[config.mk]
export PLATFORM = sky130hd
export DESIGN_NAME = uart_fifo_bridge
export DESIGN_NICKNAME = d
export VERILOG_FILES = /design/src/rtl/uart_fifo_bridge.sv
export SDC_FILE = /design/constraint.sdc
export NUM_CORES = 1
export LEC_CHECK = 0
export CAP_MARGIN = 30
export CORE_AREA = 2 2 167 169
export CTS_BUF_LIST = sky130_fd_sc_hd__clkbuf_4
export CTS_CLUSTER_SIZE = 25
export DETAILED_ROUTE_END_ITERATION = 7
export DIE_AREA = 0 0 169 171
export SYNTH_ARGS = -nofsm -noshare
export SYNTH_HDL_FRONTEND = slang
export SYNTH_SLANG_ARGS = --single-unit
export TNS_END_PERCENT = 100
[constraint.sdc]
create_clock -name clk -period 8 [get_ports clk]
set_input_delay 1.6 -clock clk [delete_from_list [all_inputs] [get_ports clk]]
set_output_delay 1.6 -clock clk [all_outputs]
set_load 0.1 [all_outputs]
[src/rtl/uart_fifo_bridge.sv]
// TX and RX byte FIFOs between host console logic and a UART 8N1 PHY.
// The PHY-facing outputs depend only on registers and the arrays.
module uart_fifo_bridge #(
    parameter  int DEPTH = 16,
    localparam int LW    = $clog2(DEPTH) + 1
) (
    input  logic          clk,
    input  logic          rst,
    input  logic [7:0]    host_tx_data,
    input  logic          host_tx_valid,
    output logic          host_tx_ready,
    output logic [7:0]    host_rx_data,
    output logic          host_rx_valid,
    input  logic          host_rx_ready,
    input  logic          tx_flush,
    input  logic          rx_flush,
    input  logic          ovf_clr,
    output logic [LW-1:0] tx_level,
    output logic [LW-1:0] rx_level,
    output logic          rx_overflow,
    output logic [7:0]    tx_data,
    output logic          tx_valid,
    input  logic          tx_ready,
    input  logic [7:0]    rx_data,
    input  logic          rx_ready
);

    generate
        if (DEPTH < 2 || (DEPTH & (DEPTH - 1)) != 0) begin : g_bad_depth
            $error("uart_fifo_bridge: DEPTH must be a power of two >= 2");
        end
    endgenerate

    localparam int            AW   = LW - 1;
    localparam logic [LW-1:0] FULL = LW'(DEPTH);

    logic [7:0]    tx_mem [DEPTH];
    logic [7:0]    rx_mem [DEPTH];
    logic [LW-1:0] tx_wr_ptr, tx_rd_ptr;
    logic [LW-1:0] rx_wr_ptr, rx_rd_ptr;

    logic tx_push, tx_pop, rx_push, rx_pop, rx_drop;

    assign host_tx_ready = (tx_level != FULL);
    assign tx_valid      = (tx_level != '0);
    assign tx_data       = tx_mem[tx_rd_ptr[AW-1:0]];

    assign host_rx_valid = (rx_level != '0);
    assign host_rx_data  = rx_mem[rx_rd_ptr[AW-1:0]];

    assign tx_push = host_tx_valid && host_tx_ready && !tx_flush;
    assign tx_pop  = tx_valid && tx_ready;

    // A full RX FIFO still accepts a byte when the host frees a slot in the same cycle.
    assign rx_pop  = host_rx_valid && host_rx_ready;
    assign rx_push = rx_ready && !rx_flush && ((rx_level != FULL) || rx_pop);
    assign rx_drop = rx_ready && !rx_flush && (rx_level == FULL) && !rx_pop;

    // NOTE: storage arrays carry no reset; occupancy is tracked by pointers/level,
    // and leaving the arrays unreset lets them map onto plain registers or RAM.
    always_ff @(posedge clk) begin
        if (tx_push) tx_mem[tx_wr_ptr[AW-1:0]] <= host_tx_data;
        if (rx_push) rx_mem[rx_wr_ptr[AW-1:0]] <= rx_data;
    end

    // NOTE: all state below uses non-blocking assignments so every register
    // samples the pre-edge values regardless of statement order.
    always_ff @(posedge clk or posedge rst) begin
        if (rst) begin
            tx_wr_ptr <= '0;
            tx_rd_ptr <= '0;
            tx_level  <= '0;
        end else if (tx_flush) begin
            tx_wr_ptr <= '0;
            tx_rd_ptr <= '0;
            tx_level  <= '0;
        end else begin
            if (tx_push) tx_wr_ptr <= tx_wr_ptr + LW'(1);
            if (tx_pop)  tx_rd_ptr <= tx_rd_ptr + LW'(1);
            unique case ({tx_push, tx_pop})
                2'b10:   tx_level <= tx_level + LW'(1);
                2'b01:   tx_level <= tx_level - LW'(1);
                default: tx_level <= tx_level;
            endcase
        end
    end

    always_ff @(posedge clk or posedge rst) begin
        if (rst) begin
            rx_wr_ptr   <= '0;
            rx_rd_ptr   <= '0;
            rx_level    <= '0;
            rx_overflow <= 1'b0;
        end else if (rx_flush) begin
            rx_wr_ptr   <= '0;
            rx_rd_ptr   <= '0;
            rx_level    <= '0;
            rx_overflow <= 1'b0;
        end else begin
            if (rx_push) rx_wr_ptr <= rx_wr_ptr + LW'(1);
            if (rx_pop)  rx_rd_ptr <= rx_rd_ptr + LW'(1);
            unique case ({rx_push, rx_pop})
                2'b10:   rx_level <= rx_level + LW'(1);
                2'b01:   rx_level <= rx_level - LW'(1);
                default: rx_level <= rx_level;
            endcase
            // Setting the sticky flag wins over a same-cycle clear.
            if (rx_drop)      rx_overflow <= 1'b1;
            else if (ovf_clr) rx_overflow <= 1'b0;
        end
    end

endmodule

==> results of run 1 <==
## layer usage
layer	GRT usage (%)	part of all wire [%]
met1	22.1	42
met2	30.3	51
met3	4.44	4.8
met4	5.69	1.6
met5	0	0
## worst max-delay path, stage by stage, from the launching register on
cell,delay [ps]
dfrtp_2,790
buf_4,570
mux2i_1,150
a221oi_1,430
a22oi_1,170
nand2_1,110
clkdlybuf4s50_1,1140
## power by group through the flow
stage	clock (mW)	combinational, mW	sequential [mW]
3_5_place_dp	0	1.36	1.79
4_1_cts	1.28	1.36	1.76
2_1_floorplan	0	0.982	1.85
3_3_place_gp	0	1.34	1.78
6_report	1.24	1.35	1.75
5_1_grt	1.37	1.43	1.77
## layout make-up
class                      count  share of cell area (%)
antenna                        2                  0.0365
clock buffer                 101                    5.54
clock inverter                31                    1.46
inverter                      13                   0.356
multi-input combinational    329                    23.4
sequential                   283                    61.1
tap                          346                    3.16
timing repair buffer          69                    4.92
## registers in the layout (all words and copies together), names as in the netlist
signal and count:
tx_rd_ptr 4, rx_wr_ptr 4, rx_mem 128, rx_overflow 1
rx_level 5, tx_mem 128, tx_level 5, tx_wr_ptr 4
rx_rd_ptr 4
## how the worst max path moves through the flow
stage                                        start         endpoint  slack, ps  depth (start not counted)
final                     rx_rd_ptr[0]$_DFFE_PP0P_  host_rx_data[2]       2370                          6
after global routing      rx_rd_ptr[0]$_DFFE_PP0P_  host_rx_data[4]       2010                          6
after CTS                 rx_rd_ptr[1]$_DFFE_PP0P_  host_rx_data[2]       2280                          5
after detailed placement  rx_rd_ptr[1]$_DFFE_PP0P_  host_rx_data[2]       3030                          5
after global placement    rx_rd_ptr[0]$_DFFE_PP0P_  host_rx_data[4]       3140                          6
after floorplan            tx_level[2]$_DFFE_PP0P_    host_tx_ready       4200                          4
## synth_stat cells (2+ instances only)
master    count  area (um2)
dfrtp_1      27         676
buf_1         3        11.3
mux4_2       56        1260
a31oi_1       2        12.5
xnor2_1       7        61.3
buf_2        15        75.1
ha_1         15         188
mux2i_1      40         400
nor2b_1       7        43.8
nand3_1       9        45.0
buf_6         2        22.5
or4_1         3        22.5
a22o_1        2        17.5
a21oi_1       8        40.0
nor2_1       47         176
a221oi_1     16         140
o211ai_1      6        45.0
mux2_2        4        45.0
nor3_1       10        50.1
o21ai_0      12        60.1
a21o_1        2        15.0
edfxtp_1    256        7690
a22oi_1       9        67.6
nand2_1      24        90.1
a211oi_1      6        45.0
clkbuf_1     21        78.8
xor2_1        7        61.3
nand2b_1      7        43.8
inv_1        12        45.0
## cell families (layout without fill, tap and decap cells)
group,count (synthesis),after routing,share of synthesized area (%)
and+or+nand+nor,117,117,4.67
DFF,283,283,70.8
xor gates and xnor gates,14,14,1.04
muxes,101,101,14.5
buffers and inverters,54,214,2.00
AOI/OAI and AO/OA,81,81,5.17
other,0,2,0
adders and majority gates,16,16,1.76
==> impl_metrics.env, run 1 <==
export IMPL_powerDensity_nw_per_um2=317
export IMPL_nets=810
export IMPL_path_clk_slew_ps=60
export IMPL_fin_hold_ws_ps=557
export IMPL_cts_root_buf="clkbuf_4"
export IMPL_hold_violations=0
export IMPL_dpl_worst_slack_ps=3030
export IMPL_synth_seq_area_share_pct=70.8
export IMPL_pwr_share_seq_pct=40.4
export IMPL_die_area_um2=28900
export IMPL_fin_crit_sh_pct=70.4
export IMPL_synthesis_nets=707
export IMPL_synth_top_flop_cell="edfxtp_1"
export IMPL_start_util_pct=43.2
export IMPL_n_fill_cell=2243
export IMPL_timing_max_cap_violations=0
export IMPL_finalNonFillerCells=1174
export IMPL_place_gp_congestion=0.809
export IMPL_rsz0062_at_grt="false"
export IMPL_ys_warn_count=0
export IMPL_tightest_slew_ps=992
export IMPL_setup_viol=0
export IMPL_gr_usage_all_layers_pct=17.7
export IMPL_power_mw=4.34
export IMPL_multi_input_area_um2=3210
export IMPL_cts_repair_resized=0
export IMPL_p_sw_mw=1.54
export IMPL_cts_setup_buffers=0
export IMPL_p_clk_share_pct=28.5
export IMPL_drtIter0Drc=506
export IMPL_p_comb_share_pct=31.1
export IMPL_crit_fanout=31
export IMPL_r2r_start="rx_level[0]$_DFFE_PP0P_"
export IMPL_path_class="register to primary output"
export IMPL_dpl_hpwl_mm=15.9
export IMPL_synth_distinct_cells=60
export IMPL_critPathRequiredTime_ps=6400
export IMPL_grt_overflow_total=0
export IMPL_rows=61
export IMPL_first_global_vias=6857
export IMPL_grt_max_degree=33
export IMPL_setup_tns_final_ps=0
export IMPL_design_core_area_um2=27300
export IMPL_min_path_type="register to register"
export IMPL_cp_end_kind="primary output"
export IMPL_p_int_mw=2.80
export IMPL_final_min_clock_period_ps=5630
export IMPL_regArea_um2=8370
export IMPL_whs_endpoint="rx_overflow$_DFFE_PP0P_"
export IMPL_fmax_ghz=0.178
export IMPL_synth_seq_cells=283
export IMPL_holdBufCountCts=0
export IMPL_h_tree_depth=3
export IMPL_final_area_um2=13700
export IMPL_totalWireLength_mm=24.5
export IMPL_final_cell_mix="256 x edfxtp_1, 101 x clkbuf_4, 56 x mux4_2, 54 x clkdlybuf4s50_1, 47 x nor2_1"
export IMPL_cts_tree="built"
export IMPL_areaGrowthSynthToFinish_pct=16.0
export IMPL_first_pass_iters=6
export IMPL_p_leak_nw=4.54
export IMPL_wire_per_inst_um=20.8
export IMPL_drc=0
export IMPL_port_buffers=54
export IMPL_die_h_um=171
export IMPL_dp_cells=1039
export IMPL_cts_sinks=283
export IMPL_syn_avg_cell_area_um2=17.7
export IMPL_placed_area_um2=12700
export IMPL_cp_start_kind="register"
export IMPL_routed_via_density=5.52
export IMPL_rrSetupSlack_ps=5060
export IMPL_slew_violations=0
export IMPL_final_common_cell="edfxtp_1"
export IMPL_netlist_area_um2=11800
export IMPL_switching_share_pct=35.5
export IMPL_grt_pass1_wl_mm=38.5
export IMPL_final_antenna_net_count=0
export IMPL_routed_via_count=6485
export IMPL_status="finished, final reports clean"
export IMPL_chipWidth_um=169
export IMPL_rr_endpoint="rx_level[4]$_DFFE_PP0P_"
export IMPL_hold_start="rx_overflow$_DFFE_PP0P_"
export IMPL_slew_headroom_pct=33.6
export IMPL_antenna_found_initial=1
export IMPL_cts_buffers=73
export IMPL_syn_instance_count=666
export IMPL_worst_ir_drop_vdd_uv=244
export IMPL_arrival_ps=4030
export IMPL_drive_gt1_share_pct=23.8
export IMPL_clockBufferDepth=3
export IMPL_setup_ws_ps=2370
export IMPL_rr_worst_depth=8
export IMPL_final_util_pct=50.1
export IMPL_pin_count=55
export IMPL_hold_path_depth=2
export IMPL_worstSkewPairLatency_ps=690
export IMPL_synth_async_reset_ratio_pct=9.54
export IMPL_synth_edf_count=256
export IMPL_clock_skew_ps=65.1
Note: power is estimated with default switching activity, not from simulation.
==> run 2, diff against run 1 <==
- clock period: 8 -> 4.8 ns (I/O delays scaled with it)
==> run 2 against run 1 <==
Flip-flop and latch count unchanged. Clock power increased by 64%. Core utilization decreased by 0.23 points. Sequential power is 70% higher. First-iteration DRC count down 0.79%. Critical path type unchanged. Critical endpoint is now host_rx_data[4]. Largest power group unchanged.
==> impl_metrics.env, run 2 (same netlist as run 1, synthesis figures left out) <==
export IMPL_setup_tns_final_ps=0
export IMPL_status="finished, final reports clean"
export IMPL_critPathRequiredTime_ps=3840
export IMPL_final_cell_mix="256 x edfxtp_1, 108 x clkbuf_4, 56 x mux4_2, 47 x nor2_1, 40 x mux2i_1"
export IMPL_p_comb_share_pct=31.3
export IMPL_clockBufferDepth=3
export IMPL_wire_per_inst_um=22.3
export IMPL_first_global_vias=6815
export IMPL_place_gp_congestion=0.807
export IMPL_drc=0
export IMPL_arrival_ps=3280
export IMPL_fmax_ghz=0.236
export IMPL_cp_end_kind="primary output"
export IMPL_die_h_um=171
export IMPL_design_core_area_um2=27300
export IMPL_dpl_worst_slack_ps=1040
export IMPL_grt_pass1_wl_mm=39.2
export IMPL_placed_area_um2=12700
export IMPL_path_clk_slew_ps=60
export IMPL_timing_max_cap_violations=0
export IMPL_hold_violations=0
export IMPL_totalWireLength_mm=25.9
export IMPL_routed_via_count=6475
export IMPL_final_antenna_net_count=0
export IMPL_port_buffers=54
export IMPL_nets=811
export IMPL_cts_buffers=74
export IMPL_pin_count=55
export IMPL_powerDensity_nw_per_um2=533
export IMPL_fin_crit_sh_pct=88.3
export IMPL_setup_viol=0
export IMPL_start_util_pct=43.2
export IMPL_switching_share_pct=35.9
export IMPL_holdBufCountCts=0
export IMPL_areaGrowthSynthToFinish_pct=15.4
export IMPL_finalNonFillerCells=1162
export IMPL_p_sw_mw=2.61
export IMPL_grt_max_degree=36
export IMPL_path_class="register to primary output"
export IMPL_grt_overflow_total=0
export IMPL_clock_skew_ps=37.8
export IMPL_worst_ir_drop_vdd_uv=450
export IMPL_rows=61
export IMPL_p_int_mw=4.66
export IMPL_final_area_um2=13600
export IMPL_min_path_type="register to register"
export IMPL_tightest_slew_ps=1050
export IMPL_slew_violations=0
export IMPL_crit_fanout=20
export IMPL_antenna_found_initial=1
export IMPL_slew_headroom_pct=30.0
export IMPL_routed_via_density=5.57
export IMPL_cp_start_kind="register"
export IMPL_cts_setup_buffers=0
export IMPL_cts_repair_resized=0
export IMPL_dpl_hpwl_mm=17.0
export IMPL_final_common_cell="edfxtp_1"
export IMPL_cts_root_buf="clkbuf_4"
export IMPL_chipWidth_um=169
export IMPL_first_pass_iters=5
export IMPL_p_leak_nw=4.56
export IMPL_pwr_share_seq_pct=40.8
export IMPL_dp_cells=1040
export IMPL_setup_ws_ps=560
export IMPL_drive_gt1_share_pct=26.7
export IMPL_drtIter0Drc=502
export IMPL_h_tree_depth=3
export IMPL_rsz0062_at_grt="false"
export IMPL_p_clk_share_pct=27.9
export IMPL_cts_sinks=283
export IMPL_gr_usage_all_layers_pct=18.2
export IMPL_cts_tree="built"
export IMPL_worstSkewPairLatency_ps=690
export IMPL_die_area_um2=28900
export IMPL_final_min_clock_period_ps=4240
run 2: final cells by class:
cell class              count  area (um2)
diodes                      1        2.50
clock buffers             108         811
clock inverters            13         101
fillers                  2297       13700
inverters                  13        48.8
multi-input cells         329        3210
flip-flops and latches    283        8370
well taps                 346         433
repair buffers             69         658
run 2: per-stage QoR:
step	power (mW)	utilization, %	hold slack (ps)
2_1_floorplan	4.73	-	559
5_1_grt	7.59	49.9	580
3_3_place_gp	5.27	46.4	532
3_5_place_dp	5.31	46.5	547
6_report	7.27	49.9	549
4_1_cts	7.36	49.9	538
run 2: worst max-delay path, stage by stage (launching register included):
cell      delay [ps]
dfrtp_1          720
nor2b_1          960
a221oi_1         310
a22oi_1          260
nand2_1          110
buf_4            250
run 2: worst paths after layout:
check | from | endpoint | slack (ps) | cells after the start
worst min-delay path | rx_overflow$_DFFE_PP0P_ | rx_overflow$_DFFE_PP0P_ | 550 | 2
max in group asynchronous | rst | tx_rd_ptr[0]$_DFFE_PP0P_ | 3730 | 3
worst min register to register | rx_overflow$_DFFE_PP0P_ | rx_overflow$_DFFE_PP0P_ | 550 | 2
min in group asynchronous | rst | rx_rd_ptr[2]$_DFFE_PP0P_ | 590 | 2
worst max register to register | rx_level[0]$_DFFE_PP0P_ | rx_level[4]$_DFFE_PP0P_ | 1840 | 8
worst max-delay path | rx_rd_ptr[1]$_DFFE_PP0P_ | host_rx_data[4] | 560 | 5
run 2: power by group through the flow:
stage                     Combinational [mW]  Sequential, mW  Clock (mW)
final                                   2.27            2.97        2.03
after global routing                    2.38            2.99        2.22
after CTS                               2.29            2.97        2.10
after detailed placement                2.28            3.02           0
after global placement                  2.25            3.02           0
after floorplan                         1.64            3.09           0
run 2: routing by layer:
metal | track usage, % | wire length, um | share of wire [%] | vias to the layer above
met5 | 0 | 0 | 0 | -
met4 | 6.91 | 478 | 1.8 | 0
met3 | 4.07 | 1220 | 4.7 | 33
met2 | 31.4 | 13200 | 51 | 189
met1 | 22.5 | 11000 | 42 | 3343
li1 | - | - | - | 2910
==> RTL edit 1, RTL diff (config.mk and constraints of run 1) <==
`DEPTH`: 16 -> 8.
--- a/src/rtl/uart_fifo_bridge.sv
+++ b/src/rtl/uart_fifo_bridge.sv
@@ -1,7 +1,7 @@
 // TX and RX byte FIFOs between host console logic and a UART 8N1 PHY.
 // The PHY-facing outputs depend only on registers and the arrays.
 module uart_fifo_bridge #(
-    parameter  int DEPTH = 16,
+    parameter  int DEPTH = 8,
     localparam int LW    = $clog2(DEPTH) + 1
 ) (
     input  logic          clk,
Interface: changed (resized rx_level and tx_level); port bits go from 55 to 53. No check against the original RTL was run, so the function may have changed too.
==> RTL edit 1 against run 1 <==
Total power shrank 44%. Highest routed layer unchanged. Maximum frequency grew 14%. Sequential cell count shrank 134. Worst hold slack better by 0.048 ns. Setup slack improved by 0.69 ns. Clock skew shrank 0.038 ns. Wire length down 47%. Global-route usage shrank 8.4 points. Critical path depth fell by 2. Cell area decreased by 45%. Largest cell class unchanged. Area after synthesis down 47%.
==> RTL edit 1: results (changes against run 1) <==
| Metric | Value |
|---|---|
| Worst R2R End | rx_level[3]$_DFFE_PP0P_ |
| Synth top cells by count | edfxtp_1, mux4_2, nor2_1 |
| EDFF count, synth | 128 (-50%) |
| Flop pwr share | 0.401 (-0.003) |
| Worst Setup SP | tx_rd_ptr[0]$_DFFE_PP0P_ |
| VDD IR max | 0.290 mV (+19%) |
| Non-clock buffer count | 58 (-16%) |
| Fin crit period | 4.94 ns (-0.693 ns) |
| Clock Latency Late Sink | 0.55 ns (-0.14 ns) |
| Switching Fraction | 0.421 (+0.0660) |
| Clock transition at path regs | 0.15 ns (+0.09 ns) |
| Nets@finish | 451 (-44%) |
| Area contributors post-synth | edfxtp_1, mux4_2, dfrtp_1 |
| Pre-CTS setup slack | 3.58 ns (+0.548 ns) |
| First-iteration detailed-routing DRC count | 233 (-54%) |
| Ratio of cells with drive above 1 in the final layout | 0.227 (-0.0111) |
| First-pass GRT wire length | 19,700 um (-49%) |
| Sink Count | 149 (-47%) |
| Gr usage total | 0.0922 (-0.0844) |
| Vias per cell | 4.37 (-21%) |
| CTS H-tree depth | 4 (+1) |
| Vias in the first global route | 3,553 (-48%) |
| Gate power share | 0.387 (+0.076) |
| Inst Count DP | 743 (-28%) |
| # diodes | 1 (-1) |
| DR WL met2 | 6720 um (-46%) |
| Routed metal-1 wire length | 5560 um (-46%) |
| R2r setup slk | 5.31 ns (+0.25 ns) |
| Final core occ | 0.276 (-0.225) |
| Met3 Wirelength | 438 um (-63%) |
| Met2 Use GR | 0.163 (-0.140) |
| Clk buf depth | 2 (-1) |
| Syn Nets | 393 (-44%) |
| Post-synthesis sequential area ratio | 0.696 (-0.0121) |
| Global Route met1 Usage | 0.109 (-0.113) |
| Fill count | 2,733 (+22%) |
| Leakage | 2.44 nW (-46%) |
| Clock-cell share | 0.0413 (-0.0286) |
| Max FO, Critical Path | 11 (-65%) |
| Cell variety after synth | 46 (-23%) |
| Area of the multi-input gates | 1820 um^2 (-43%) |
| Placer Congestion | 0.756 (-6.6%) |
| Worst EP arrival | 3.34 ns (-0.69 ns) |
| Hold endpoint | rx_wr_ptr[0]$_DFFE_PP0P_ |
| Sequential cell area share | 0.580 (-0.0311) |
| Outcome | finished, final reports clean |
| Met3 Usage GRT | 0.0257 (-0.0187) |
| Post-Synthesis Cells | 360 (-46%) |
RTL edit 1: cell types whose count changed in the layout (fill, tap and decap cells not counted), sizes merged, moves of 7 or more:
cell           run 1  this run
a22oi              9         0
mux4              56        32
buf               15         6
clkbuf           101        17
nand2             24        13
ha                15         8
mux2               5        17
nor2              47        30
mux2i             40         2
o21ai             14         3
edfxtp           256       128
clkinv            26         0
a221oi            16         0
RTL edit 1: cells by family after synthesis:
| logic type | after synthesis | share of synthesized area |
|---|---|---|
| DFF | 149 | 0.696 |
| xor gates and xnor gates | 13 | 0.0181 |
| and+or+nand+nor | 84 | 0.0670 |
| adders and majority gates | 8 | 0.0159 |
| muxes | 51 | 0.149 |
| buffers and inverters | 23 | 0.0165 |
| AOI/OAI and AO/OA | 32 | 0.0373 |
RTL edit 1: critical path: stages (launching register included):
cell,delay (ns)
dfrtp_1,0.78
buf_8,0.24
mux4_2,0.51
mux2_2,0.29
clkdlybuf4s50_1,0.97
==> RTL edit 2, RTL diff (settings of run 1) <==
Without the edit above. Register the output `tx_level` once more, without a reset; this adds one clock of latency there. The other outputs are not delayed to match.
--- a/src/rtl/uart_fifo_bridge.sv
+++ b/src/rtl/uart_fifo_bridge.sv
@@ -25,6 +25,8 @@
     input  logic          rx_ready
 );
 
+    logic [LW-1:0] tx_level_s0;
+
     generate
         if (DEPTH < 2 || (DEPTH & (DEPTH - 1)) != 0) begin : g_bad_depth
             $error("uart_fifo_bridge: DEPTH must be a power of two >= 2");
@@ -41,8 +43,8 @@
 
     logic tx_push, tx_pop, rx_push, rx_pop, rx_drop;
 
-    assign host_tx_ready = (tx_level != FULL);
-    assign tx_valid      = (tx_level != '0);
+    assign host_tx_ready = (tx_level_s0 != FULL);
+    assign tx_valid      = (tx_level_s0 != '0);
     assign tx_data       = tx_mem[tx_rd_ptr[AW-1:0]];
 
     assign host_rx_valid = (rx_level != '0);
@@ -69,18 +71,18 @@
         if (rst) begin
             tx_wr_ptr <= '0;
             tx_rd_ptr <= '0;
-            tx_level  <= '0;
+            tx_level_s0 <= '0;
         end else if (tx_flush) begin
             tx_wr_ptr <= '0;
             tx_rd_ptr <= '0;
-            tx_level  <= '0;
+            tx_level_s0 <= '0;
         end else begin
             if (tx_push) tx_wr_ptr <= tx_wr_ptr + LW'(1);
             if (tx_pop)  tx_rd_ptr <= tx_rd_ptr + LW'(1);
             unique case ({tx_push, tx_pop})
-                2'b10:   tx_level <= tx_level + LW'(1);
-                2'b01:   tx_level <= tx_level - LW'(1);
-                default: tx_level <= tx_level;
+                2'b10:   tx_level_s0 <= tx_level_s0 + LW'(1);
+                2'b01:   tx_level_s0 <= tx_level_s0 - LW'(1);
+                default: tx_level_s0 <= tx_level_s0;
             endcase
         end
     end
@@ -110,5 +112,9 @@
         end
     end
 
+    always_ff @(posedge clk) begin
+        tx_level <= tx_level_s0;
+    end
+
 endmodule
 
Check against the original RTL: not equivalent (a bounded check fails within 4 cycles, from zero or initial values and one cycle with rst high).
==> RTL edit 2 against run 1 <==
Setup slack improved by 0.26 ns. Sequential cell count increased by 5. Area after synthesis decreased by 0.54%. Total power increased by 2.8%. Cell area increased by 0.85%. Wire length decreased by 3.0%. Clock power increased by 5%. Core utilization increased by 0.43 points. Count of clock-buffer cells in the layout increased by 4.
==> RTL edit 2: results (changes against run 1) <==
| Metric | Value |
|---|---|
| Antenna violations before repair | 2 (+1) |
| Async S/R FF share, synth | 0.0938 (-0.00166) |
| Max-Slew Margin vs Limit | 0.316 (-0.0200) |
| VDD IR max | 0.165 mV (-32%) |
| Placer Congestion | 0.815 (+0.73%) |
| Worst Setup SP | tx_rd_ptr[0]$_DFFE_PP0P_ |
| Post-synthesis sequential area ratio | 0.720 (+0.0124) |
| Path depth of the worst reg2reg path | 9 (+1) |
| DR WL met2 | 12,500 um (-0.22%) |
| Synth top cells by count | edfxtp_1, mux4_2, nor2_1 |
| Total number of sequential cells | 288 (+1.8%) |
| # clk buffers | 105 (+4.0%) |
| Ratio of cells with drive above 1 in the final layout | 0.266 (+0.0272) |
| #MultiIn Comb | 321 (-2.4%) |
| Met3 Wirelength | 1250 um (+6.4%) |
| Final period util | 0.672 (-0.0323) |
| Leakage | 4.65 nW (+2.3%) |
| Pre-antenna DRT Iters | 5 (-1) |
| Worst setup path end | tx_data[3] |
| Cell variety after synth | 55 (-8.3%) |
| Syn Nets | 689 (-2.5%) |
| Sequential cell area | 8470 um^2 (+1.2%) |
| Largest net degree at the start of global routing | 49 (+48%) |
| Vias in the first global route | 6,634 (-3.3%) |
| Area contributors post-synth | edfxtp_1, mux4_2, dfrtp_1 |
| First-pass GRT wire length | 37,100 um (-3.7%) |
| Outcome | finished, final reports clean |
| Global Route met1 Usage | 0.202 (-0.0194) |
| Post-DP Area | 12,800 um^2 (+0.58%) |
| Worst R2R End | rx_level[4]$_DFFE_PP0P_ |
| Non-clock inverter count in the final layout | 8 (-5) |
| Nets@finish | 812 (+0.25%) |
| Fill count | 2,315 (+3.2%) |
| Clock-cell share | 0.0725 (+0.00249) |
| Multi-input combinational area share | 0.226 (-0.00795) |
| CTS Buf Count | 76 (+4.1%) |
| Final Cell Area | 13,800 um^2 (+0.85%) |
| Worst EP arrival | 3.78 ns (-0.25 ns) |
| Met3 Usage GRT | 0.0437 (-0.000694) |
| Pre-CTS setup slack | 3.29 ns (+0.252 ns) |
| Post-DP HPWL | 15,500 um (-2.1%) |
| Clock Skews | 0.0609 ns (-0.00415 ns) |
| Signal buf overhead | 0.0542 (+0.00502) |
| Routed metal-1 wire length | 9370 um (-9.7%) |
| Gr usage total | 0.170 (-0.00635) |
| Drt total wl | 23,700 um (-3.0%) |
| Met2 Use GR | 0.294 (-0.00909) |
| Non-clock buffer count | 76 (+10%) |
| First-iteration detailed-routing DRC count | 626 (+24%) |
| Vias | 6,328 (-2.4%) |
| Synthesis-to-layout area growth | 17.6% |
| Max FO, Critical Path | 48 (+55%) |
| R2r setup slk | 4.96 ns (-0.10 ns) |
[RTL edit 2: worst min path at each step]
stage,to,from,slack [ns],depth (start not counted)
2_1_floorplan,tx_level[4]$_DFF_P_,tx_level_s0[4]$_DFFE_PP0P_,0.37,0
3_3_place_gp,tx_level[3]$_DFF_P_,tx_level_s0[3]$_DFFE_PP0P_,0.49,0
3_5_place_dp,tx_level[3]$_DFF_P_,tx_level_s0[3]$_DFFE_PP0P_,0.52,0
4_1_cts,tx_level[3]$_DFF_P_,tx_level_s0[3]$_DFFE_PP0P_,0.53,0
5_1_grt,tx_level[3]$_DFF_P_,tx_level_s0[3]$_DFFE_PP0P_,0.55,0
6_report,rx_overflow$_DFFE_PP0P_,rx_overflow$_DFFE_PP0P_,0.54,2
[RTL edit 2: per-stage QoR]
step | instances | hold slack (ns) | total power, W
3_5_place_dp | 1038 | 0.520 | 0.00321
4_1_cts | 1173 | 0.534 | 0.00452
5_1_grt | 1176 | 0.546 | 0.00469
3_3_place_gp | 1025 | 0.488 | 0.00318
6_report | 1176 | 0.540 | 0.00446
2_1_floorplan | 648 | 0.368 | 0.00290
[RTL edit 2: power by group]
| group | total [W] | switching [W] | internal [W] |
|---|---|---|---|
| Clock | 0.00130 | 0.000588 | 0.000710 |
| Sequential | 0.00176 | 0.0000660 | 0.00170 |
| Combinational | 0.00140 | 0.000910 | 0.000490 |
| Total | 0.00446 | 0.00156 | 0.00290 |
[RTL edit 2: cells by family after synthesis]
group	Yosys count	share of synthesized area
muxes	96	0.143
adders and majority gates	16	0.0177
DFF	288	0.720
and+or+nand+nor	115	0.0467
buffers and inverters	39	0.0149
xor gates and xnor gates	16	0.0119
AOI/OAI and AO/OA	78	0.0454
